[src/rtl/instr_sequencer_pkg.sv]
// Shared types and constants for the multi-cycle instruction sequencer.
// Latency: none (types, constants and a pure helper function only).
// Backpressure: none.
package instr_sequencer_pkg;

    // Phases an instruction steps through; IDLE/HALT are the parked states.
    typedef enum logic [2:0] {
        IDLE    = 3'd0,
        FETCH   = 3'd1,
        EXEC    = 3'd2,
        MEMWAIT = 3'd3,
        HALT    = 3'd4
    } seq_state_t;

    // Register-op field codes for the three branch flavours (Instruction[7:5]).
    localparam logic [2:0] kBEQ = 3'b101;
    localparam logic [2:0] kBLT = 3'b110;
    localparam logic [2:0] kB   = 3'b111;

    localparam int INSTR_W = 9;

    // Extract the register-op field of a machine word.
    function automatic logic [2:0] rop_of(input logic [INSTR_W-1:0] instr);
        return instr[7:5];
    endfunction

endpackage

[src/rtl/instr_sequencer_if.sv]
// Bundle between the sequencer and the core datapath/decoder.
// Latency: wires only.
// Backpressure: none; Start is a level request honoured only from IDLE/HALT.
// CycleCt exists only when CYCLE_COUNT_EN is defined.
interface instr_seq_if #(
    parameter int PC_W = 10
);
    logic            Start;
    logic [8:0]      Instruction;
    logic            Stop;
    logic            RegWrite;
    logic            MemWrite;
    logic            MemToReg;
    logic            Zero;
    logic            Less;
    logic [PC_W-1:0] Target;
    logic [PC_W-1:0] ProgCtr;
    logic            IrLoad;
    logic            RegWriteEn;
    logic            MemWriteEn;
    logic            Busy;
    logic            Done;
`ifdef CYCLE_COUNT_EN
    logic [15:0]     CycleCt;
`endif

    // Sequencer side.
    modport master (
        input  Start, Instruction, Stop, RegWrite, MemWrite, MemToReg,
               Zero, Less, Target,
        output ProgCtr, IrLoad, RegWriteEn, MemWriteEn, Busy, Done
`ifdef CYCLE_COUNT_EN
        , output CycleCt
`endif
    );

    // Datapath / bench side.
    modport slave (
        output Start, Instruction, Stop, RegWrite, MemWrite, MemToReg,
               Zero, Less, Target,
        input  ProgCtr, IrLoad, RegWriteEn, MemWriteEn, Busy, Done
`ifdef CYCLE_COUNT_EN
        , input CycleCt
`endif
    );

endinterface

[src/rtl/instr_sequencer_branch_resolve.sv]
// Decides whether the current instruction redirects the PC (B / BLT / BEQ).
// Latency: purely combinational.
// Backpressure: none.
module branch_resolve
    import instr_sequencer_pkg::*;
(
    input  logic [INSTR_W-1:0] instr_i,
    input  logic               zero_i,
    input  logic               less_i,
    output logic               taken_o
);

    logic [2:0] rop;
    logic       unused_imm;

    assign rop        = rop_of(instr_i);
    // Low bits carry operands that do not influence the branch decision.
    assign unused_imm = ^instr_i[4:0];

    // Only register-type words (bit 8 clear) can branch.
    always_comb begin
        taken_o = 1'b0;
        if (!instr_i[8]) begin
            case (rop)
                kB:      taken_o = 1'b1;
                kBLT:    taken_o = less_i;
                kBEQ:    taken_o = zero_i;
                default: taken_o = 1'b0;
            endcase
        end
    end

endmodule

[src/rtl/instr_sequencer.sv]
// Multi-cycle control sequencer: owns the PC, steps FETCH->EXEC->(MEMWAIT), gates commits.
// Latency: ALU op 2 cycles, memory op 2+MEM_LAT cycles; Start->FETCH takes one edge.
// Backpressure: Start ignored while Busy; optional CycleCt output under CYCLE_COUNT_EN.
module instr_sequencer
    import instr_sequencer_pkg::*;
#(
    parameter int          PC_W       = 10,
    parameter int          MEM_LAT    = 2,
    parameter int unsigned START_ADDR = 0
) (
    input  logic        Clk,
    input  logic        Reset,
    instr_seq_if.master bus
);

    localparam int              CNT_W    = (MEM_LAT > 1) ? $clog2(MEM_LAT) : 1;
    localparam logic [CNT_W-1:0] CNT_INIT = CNT_W'((MEM_LAT > 0) ? MEM_LAT - 1 : 0);
    localparam logic [PC_W-1:0]  START_PC = PC_W'(START_ADDR);

    seq_state_t       state_q, state_d;
    logic [PC_W-1:0]  pc_q, pc_d, pc_upd;
    logic [CNT_W-1:0] cnt_q, cnt_d;
    logic             irload_q, busy_q, done_q;
    logic             taken, mem_op, commit;

    branch_resolve u_branch (
        .instr_i (bus.Instruction),
        .zero_i  (bus.Zero),
        .less_i  (bus.Less),
        .taken_o (taken)
    );

    assign mem_op = bus.MemWrite | bus.MemToReg;
    assign pc_upd = taken ? bus.Target : pc_q + PC_W'(1);

    // Commit cycle is the last cycle of an instruction; a reset sampled in
    // that same cycle suppresses it so an aborted instruction never writes.
    assign commit = Reset &&
                    (((state_q == EXEC) && !bus.Stop && !(mem_op && (MEM_LAT > 0))) ||
                     ((state_q == MEMWAIT) && (cnt_q == '0)));

    // Next-state, PC and wait-counter decisions.
    always_comb begin
        state_d = state_q;
        pc_d    = pc_q;
        cnt_d   = cnt_q;
        case (state_q)
            IDLE, HALT: begin
                if (bus.Start) begin
                    state_d = FETCH;
                    pc_d    = START_PC;
                end
            end
            FETCH: state_d = EXEC;
            EXEC: begin
                if (bus.Stop) begin
                    state_d = HALT;
                end else if (mem_op && (MEM_LAT > 0)) begin
                    state_d = MEMWAIT;
                    cnt_d   = CNT_INIT;
                end else begin
                    state_d = FETCH;
                    pc_d    = pc_upd;
                end
            end
            MEMWAIT: begin
                if (cnt_q == '0) begin
                    state_d = FETCH;
                    pc_d    = pc_upd;
                end else begin
                    cnt_d = cnt_q - CNT_W'(1);
                end
            end
            default: state_d = IDLE;
        endcase
    end

    // FSM state, PC, wait counter and state-derived flags, all registered.
    always_ff @(posedge Clk) begin
        if (!Reset) begin
            state_q  <= IDLE;
            pc_q     <= START_PC;
            cnt_q    <= '0;
            irload_q <= 1'b0;
            busy_q   <= 1'b0;
            done_q   <= 1'b0;
        end else begin
            state_q  <= state_d;
            pc_q     <= pc_d;
            cnt_q    <= cnt_d;
            irload_q <= (state_d == FETCH);
            busy_q   <= (state_d == FETCH) || (state_d == EXEC) || (state_d == MEMWAIT);
            done_q   <= (state_d == HALT);
        end
    end

    assign bus.ProgCtr    = pc_q;
    assign bus.IrLoad     = irload_q;
    assign bus.Busy       = busy_q;
    assign bus.Done       = done_q;
    assign bus.RegWriteEn = commit & bus.RegWrite;
    assign bus.MemWriteEn = commit & bus.MemWrite;

`ifdef CYCLE_COUNT_EN
    logic [15:0] cyc_q, cyc_d;

    // Busy-cycle counter: cleared on a Start that leaves IDLE/HALT, saturates.
    always_comb begin
        cyc_d = cyc_q;
        if (((state_q == IDLE) || (state_q == HALT)) && bus.Start) begin
            cyc_d = '0;
        end else if (busy_q && (cyc_q != 16'hFFFF)) begin
            cyc_d = cyc_q + 16'd1;
        end
    end

    // Cycle counter register.
    always_ff @(posedge Clk) begin
        if (!Reset) begin
            cyc_q <= '0;
        end else begin
            cyc_q <= cyc_d;
        end
    end

    assign bus.CycleCt = cyc_q;
`endif

endmodule

[src/flat_wrapper.sv]
// flat-port wrapper written by rule: the top's interface ports become plain ports
module instr_sequencer_flat import instr_sequencer_pkg::*;
#(
    parameter int          PC_W       = 10,
    parameter int          MEM_LAT    = 2,
    parameter int unsigned START_ADDR = 0
)
  (Clk, Reset, bus_Start, bus_Instruction, bus_Stop, bus_RegWrite, bus_MemWrite, bus_MemToReg, bus_Zero, bus_Less, bus_Target, bus_ProgCtr, bus_IrLoad, bus_RegWriteEn, bus_MemWriteEn, bus_Busy, bus_Done);
  instr_seq_if #(.PC_W(PC_W)) bus_i ();
  input  logic Clk;
  input  logic Reset;
  input wire logic [$bits(bus_i.Start)-1:0] bus_Start;
  input wire logic [$bits(bus_i.Instruction)-1:0] bus_Instruction;
  input wire logic [$bits(bus_i.Stop)-1:0] bus_Stop;
  input wire logic [$bits(bus_i.RegWrite)-1:0] bus_RegWrite;
  input wire logic [$bits(bus_i.MemWrite)-1:0] bus_MemWrite;
  input wire logic [$bits(bus_i.MemToReg)-1:0] bus_MemToReg;
  input wire logic [$bits(bus_i.Zero)-1:0] bus_Zero;
  input wire logic [$bits(bus_i.Less)-1:0] bus_Less;
  input wire logic [$bits(bus_i.Target)-1:0] bus_Target;
  output wire logic [$bits(bus_i.ProgCtr)-1:0] bus_ProgCtr;
  output wire logic [$bits(bus_i.IrLoad)-1:0] bus_IrLoad;
  output wire logic [$bits(bus_i.RegWriteEn)-1:0] bus_RegWriteEn;
  output wire logic [$bits(bus_i.MemWriteEn)-1:0] bus_MemWriteEn;
  output wire logic [$bits(bus_i.Busy)-1:0] bus_Busy;
  output wire logic [$bits(bus_i.Done)-1:0] bus_Done;
  assign bus_i.Start = bus_Start;
  assign bus_i.Instruction = bus_Instruction;
  assign bus_i.Stop = bus_Stop;
  assign bus_i.RegWrite = bus_RegWrite;
  assign bus_i.MemWrite = bus_MemWrite;
  assign bus_i.MemToReg = bus_MemToReg;
  assign bus_i.Zero = bus_Zero;
  assign bus_i.Less = bus_Less;
  assign bus_i.Target = bus_Target;
  assign bus_ProgCtr = bus_i.ProgCtr;
  assign bus_IrLoad = bus_i.IrLoad;
  assign bus_RegWriteEn = bus_i.RegWriteEn;
  assign bus_MemWriteEn = bus_i.MemWriteEn;
  assign bus_Busy = bus_i.Busy;
  assign bus_Done = bus_i.Done;
  instr_sequencer #(.PC_W(PC_W), .MEM_LAT(MEM_LAT), .START_ADDR(START_ADDR)) u_core (.Clk(Clk), .Reset(Reset), .bus(bus_i));
endmodule
[config.mk]
export PLATFORM = sky130hd
export DESIGN_NAME = instr_sequencer_flat
export DESIGN_NICKNAME = d
export VERILOG_FILES = /design/src/rtl/instr_sequencer_pkg.sv /design/src/rtl/instr_sequencer_if.sv /design/src/rtl/instr_sequencer_branch_resolve.sv /design/src/rtl/instr_sequencer.sv /design/src/flat_wrapper.sv
export SDC_FILE = /design/constraint.sdc
export NUM_CORES = 1
export LEC_CHECK = 0
export BUFFER_PORTS_ARGS = -buffer_cell sky130_fd_sc_hd__buf_2
export CORE_UTILIZATION = 45
export CTS_CLUSTER_SIZE = 20
export DETAILED_ROUTE_END_ITERATION = 8
export GPL_ROUTABILITY_DRIVEN = 0
export GPL_TIMING_DRIVEN = 0
export PLACE_DENSITY_LB_ADDON = 0.1
export SETUP_SLACK_MARGIN = 0.5
export SLEW_MARGIN = 25
export SYNTH_ARGS = -nofsm -noshare
export SYNTH_HDL_FRONTEND = slang
export SYNTH_HIERARCHICAL = 1
export SYNTH_SLANG_ARGS = --single-unit
[constraint.sdc]
create_clock -name Clk -period 2.2 [get_ports Clk]
set_input_delay 0.11 -clock Clk [delete_from_list [all_inputs] [get_ports Clk]]
set_output_delay 0.11 -clock Clk [all_outputs]
set_load 0.05 [all_outputs]
==> reports/metrics.cfg <==
[run_status]
outcome = complete, no violations

[placement]
post-dp-hpwl_mm = 1.780
dpl.cell_count = 181
io_buffers = 36

[setup_path]
critPathBufInv = 1
r2r_cells = 5
r2r-start = u_core/state_q[0]
cp-end-kind = output pin
crit_start = u_core/state_q[0]
startpoint_type = flip-flop
path_delay_family = simple AND/OR/NAND/NOR gates
cp_max_fo = 3
arrival_ns = 1.61
worst_r2r_endpoint = u_core/bus.ProgCtr[5]
crit_end = bus_RegWriteEn
worst-path-stages = 4
crit_path_max_incr_delay_ns = 0.44
cp.required_ns = 2.09
slowest_stage = or4_4
crit_type = flip-flop to output pin
path_cells = or4_4, a21oi_4, and3_4, buf_8
reg2reg_slack_ns = 0.52

[timing]
tns_ns = 0
tightestPinTransition_ns = 0.4799
fmax_mhz = 581.7
period_share = 0.7814
drv_slew = 0
setup_viol = 0
slew_headroom = 0.6801
rsz0062_at_grt = yes
fin_skew_ns = 0.003342
hold_viol = 0
period_needed_ns = 1.719

[cts]
numCtsBuffers = 3
tritoncts = yes
clkLatencyLatePin_ns = 0.28
clk_pin_slew_ns = 0.10
hold_buffers = 0
htree_levels = 1
clkSinkCount = 17
clk_root_buffer_cell = clkbuf_4
clock_path_buffers = 2

[final_layout]
final_core_util = 0.6409
area_growth_pct = 34.54
drive_gt1_frac = 0.3540
nets = 191
antenna_cells = 0
final_cells = 188

[pwr]
p_leak_nw = 0.5636
p_seq_frac = 0.515
power.density_nw_per_um2 = 503.2
swShare = 0.2964
clkPwrFrac = 0.261
switchingPower_w = 0.0001876
pwr-share-comb = 0.224
p_int_w = 0.0004452
ir_drop_uv = 345.1

[yosys]
synth_seq_area_share = 0.3641
syn_area_um2 = 934.6
synth_fa_ha_area_frac = 0.01339
synth_area_per_cell_um2 = 7.921
yosysMostFrequentCell = dfxtp_1
synth_commonest_cells = dfxtp_1 (17), nor2_1 (15), o21ai_0 (11)
postSynthCellCount = 118
synth_compound_area_frac = 0.3186
synth-simple-area-share = 0.2637
synthesis.nets = 147
muxShareOfSynthArea = 0.01205
synth_ff_type = dfxtp_1
synth_enable_flop_cells = 0
synth_area_leaders = dfxtp_1 (36%), nor2_1 (6.0%), o21ai_0 (5.9%), a22oi_1 (5.6%), and3_1 (5.4%)
synth_cell_types = 33
synth.largest_area_cell = dfxtp_1
synth-seq-cells = 17
synthDominantCellAreaShare = 0.3641
synth_top_family_by_area = compound AO/OA/AOI/OAI gates
synth_xor_xnor_area_share = 0
yosysWarnings = 6
async_flop_share = 0

[route]
drcViolationCount = 0
drt_iter0_drc = 51
wirelength_mm = 2.481
dr.pass1.iters = 6
wl_per_cell_um = 13.20
vias = 1067
avgViaCountPerCell = 5.676
antenna_left = 0

[min_path]
hp-class = input port to flip-flop

[grt]
track_usage = 0.2397
antenna_found_initial = 0
grt_overflow_total = 0
grt_max_degree = 11
first_global_vias = 884
grt_pass1_wl_mm = 3.850

[floorplanning]
dieHeight_um = 47.58
rows = 16
die_w_um = 47.58
core_um2 = 1962
start_util = 0.4764
die_area_um2 = 2263
ios = 43

[flow_run]
max_cap_violations = 0

[layout make-up]
cell class                      count  area [um2]
Clock buffer                        4       26.28
Tap cell                           27       33.78
Inverter                            3       11.26
Fill cell                         196       704.4
Multi-Input combinational cell     94       601.8
Sequential cell                    17       341.6
Timing Repair Buffer               39       226.5
Buffer                              4       16.27
[cell usage in the layout, fill, tap and decap left out, types with 2 or more instances in the layout]
master | Yosys | routed
a32oi_1 | 2 | 2
or2_2 | 2 | 2
nor2_1 | 15 | 15
buf_4 | 0 | 2
nand2b_1 | 4 | 4
buf_8 | 0 | 2
and3_1 | 8 | 6
buf_2 | 0 | 35
nor2b_1 | 3 | 2
clkbuf_4 | 0 | 3
and3_4 | 0 | 2
o21ai_0 | 11 | 6
o2bb2ai_1 | 4 | 4
a21oi_1 | 9 | 8
o21ai_1 | 1 | 6
nor3_1 | 6 | 6
inv_1 | 3 | 3
clkbuf_1 | 4 | 4
dfxtp_1 | 17 | 16
nand2_1 | 4 | 3
a22oi_1 | 7 | 7
nand3_1 | 2 | 2
[worst min path at each step]
stage,from,endpoint,slack (ns),depth (start not counted)
after floorplan,bus_Target[6],u_core/bus.ProgCtr[6],0.27,2
after global placement,bus_Target[6],u_core/bus.ProgCtr[6],0.37,3
after detailed placement,bus_Target[6],u_core/bus.ProgCtr[6],0.38,3
after CTS,bus_Target[6],u_core/bus.ProgCtr[6],0.1,3
after global routing,bus_Target[5],u_core/bus.ProgCtr[5],0.1,3
final,bus_Target[5],u_core/bus.ProgCtr[5],0.08,3
[state kept, by name (all words and copies together) (netlist names)]
signal,flops
u_core/bus.Busy,1
u_core/bus.Done,1
u_core/cnt_q,1
u_core/bus.ProgCtr,10
u_core/state_q,3
u_core/bus.IrLoad,1
[power by group through the flow]
stage / clock, W / combinational [W] / sequential (W)
finish: 0.000165 / 0.000142 / 0.000326
global route: 0.000183 / 0.000155 / 0.000328
detailed placement: 0 / 0.000126 / 0.000332
CTS: 0.000166 / 0.000136 / 0.000325
global placement: 0 / 0.000123 / 0.000331
floorplan: 0 / 0.0000651 / 0.000351
[per-stage QoR]
stage	total power, W	area (um2)	setup slack, ns	hold slack, ns
global placement	0.0004540	1151	0.3357	0.3739
finish	0.0006328	1257	0.4810	0.08388
global route	0.0006662	1257	0.4289	0.09580
detailed placement	0.0004582	1151	0.2719	0.3832
floorplan	0.0004160	937.1	0.5290	0.2737
CTS	0.0006271	1244	0.4522	0.09834
[layer usage]
layer  vias up  GRT usage  share of wire
li1        528          -              -
met1       486     0.3303           0.47
met2        49     0.3918           0.45
met3         4    0.03396          0.073
met4         0    0.06667         0.0060
met5         -          0              0
[kinds of logic after synthesis]
group | Yosys count
simple gates | 48
compound gates | 44
flops | 17
buf+inv | 7
mux | 1
fa+ha+maj | 1
[worst register-to-register path, cell delays in order, from the launching register on]
cell and delay (ns):
dfxtp_2 0.35, or4_4 0.44, a2111o_1 0.49, a31oi_1 0.18, o21ai_1 0.09, o21ai_1 0.07
[repair_timing]
| item | CTS | global route |
|---|---|---|
| buffers inserted | 3 | 0 |
| pin swaps | 6 | 5 |
| gates resized for setup | 15 | 9 |
| cloned | 0 | 0 |
| endpoints found under the setup margin | 9 | 12 |
(Power assumes the default switching activity.)
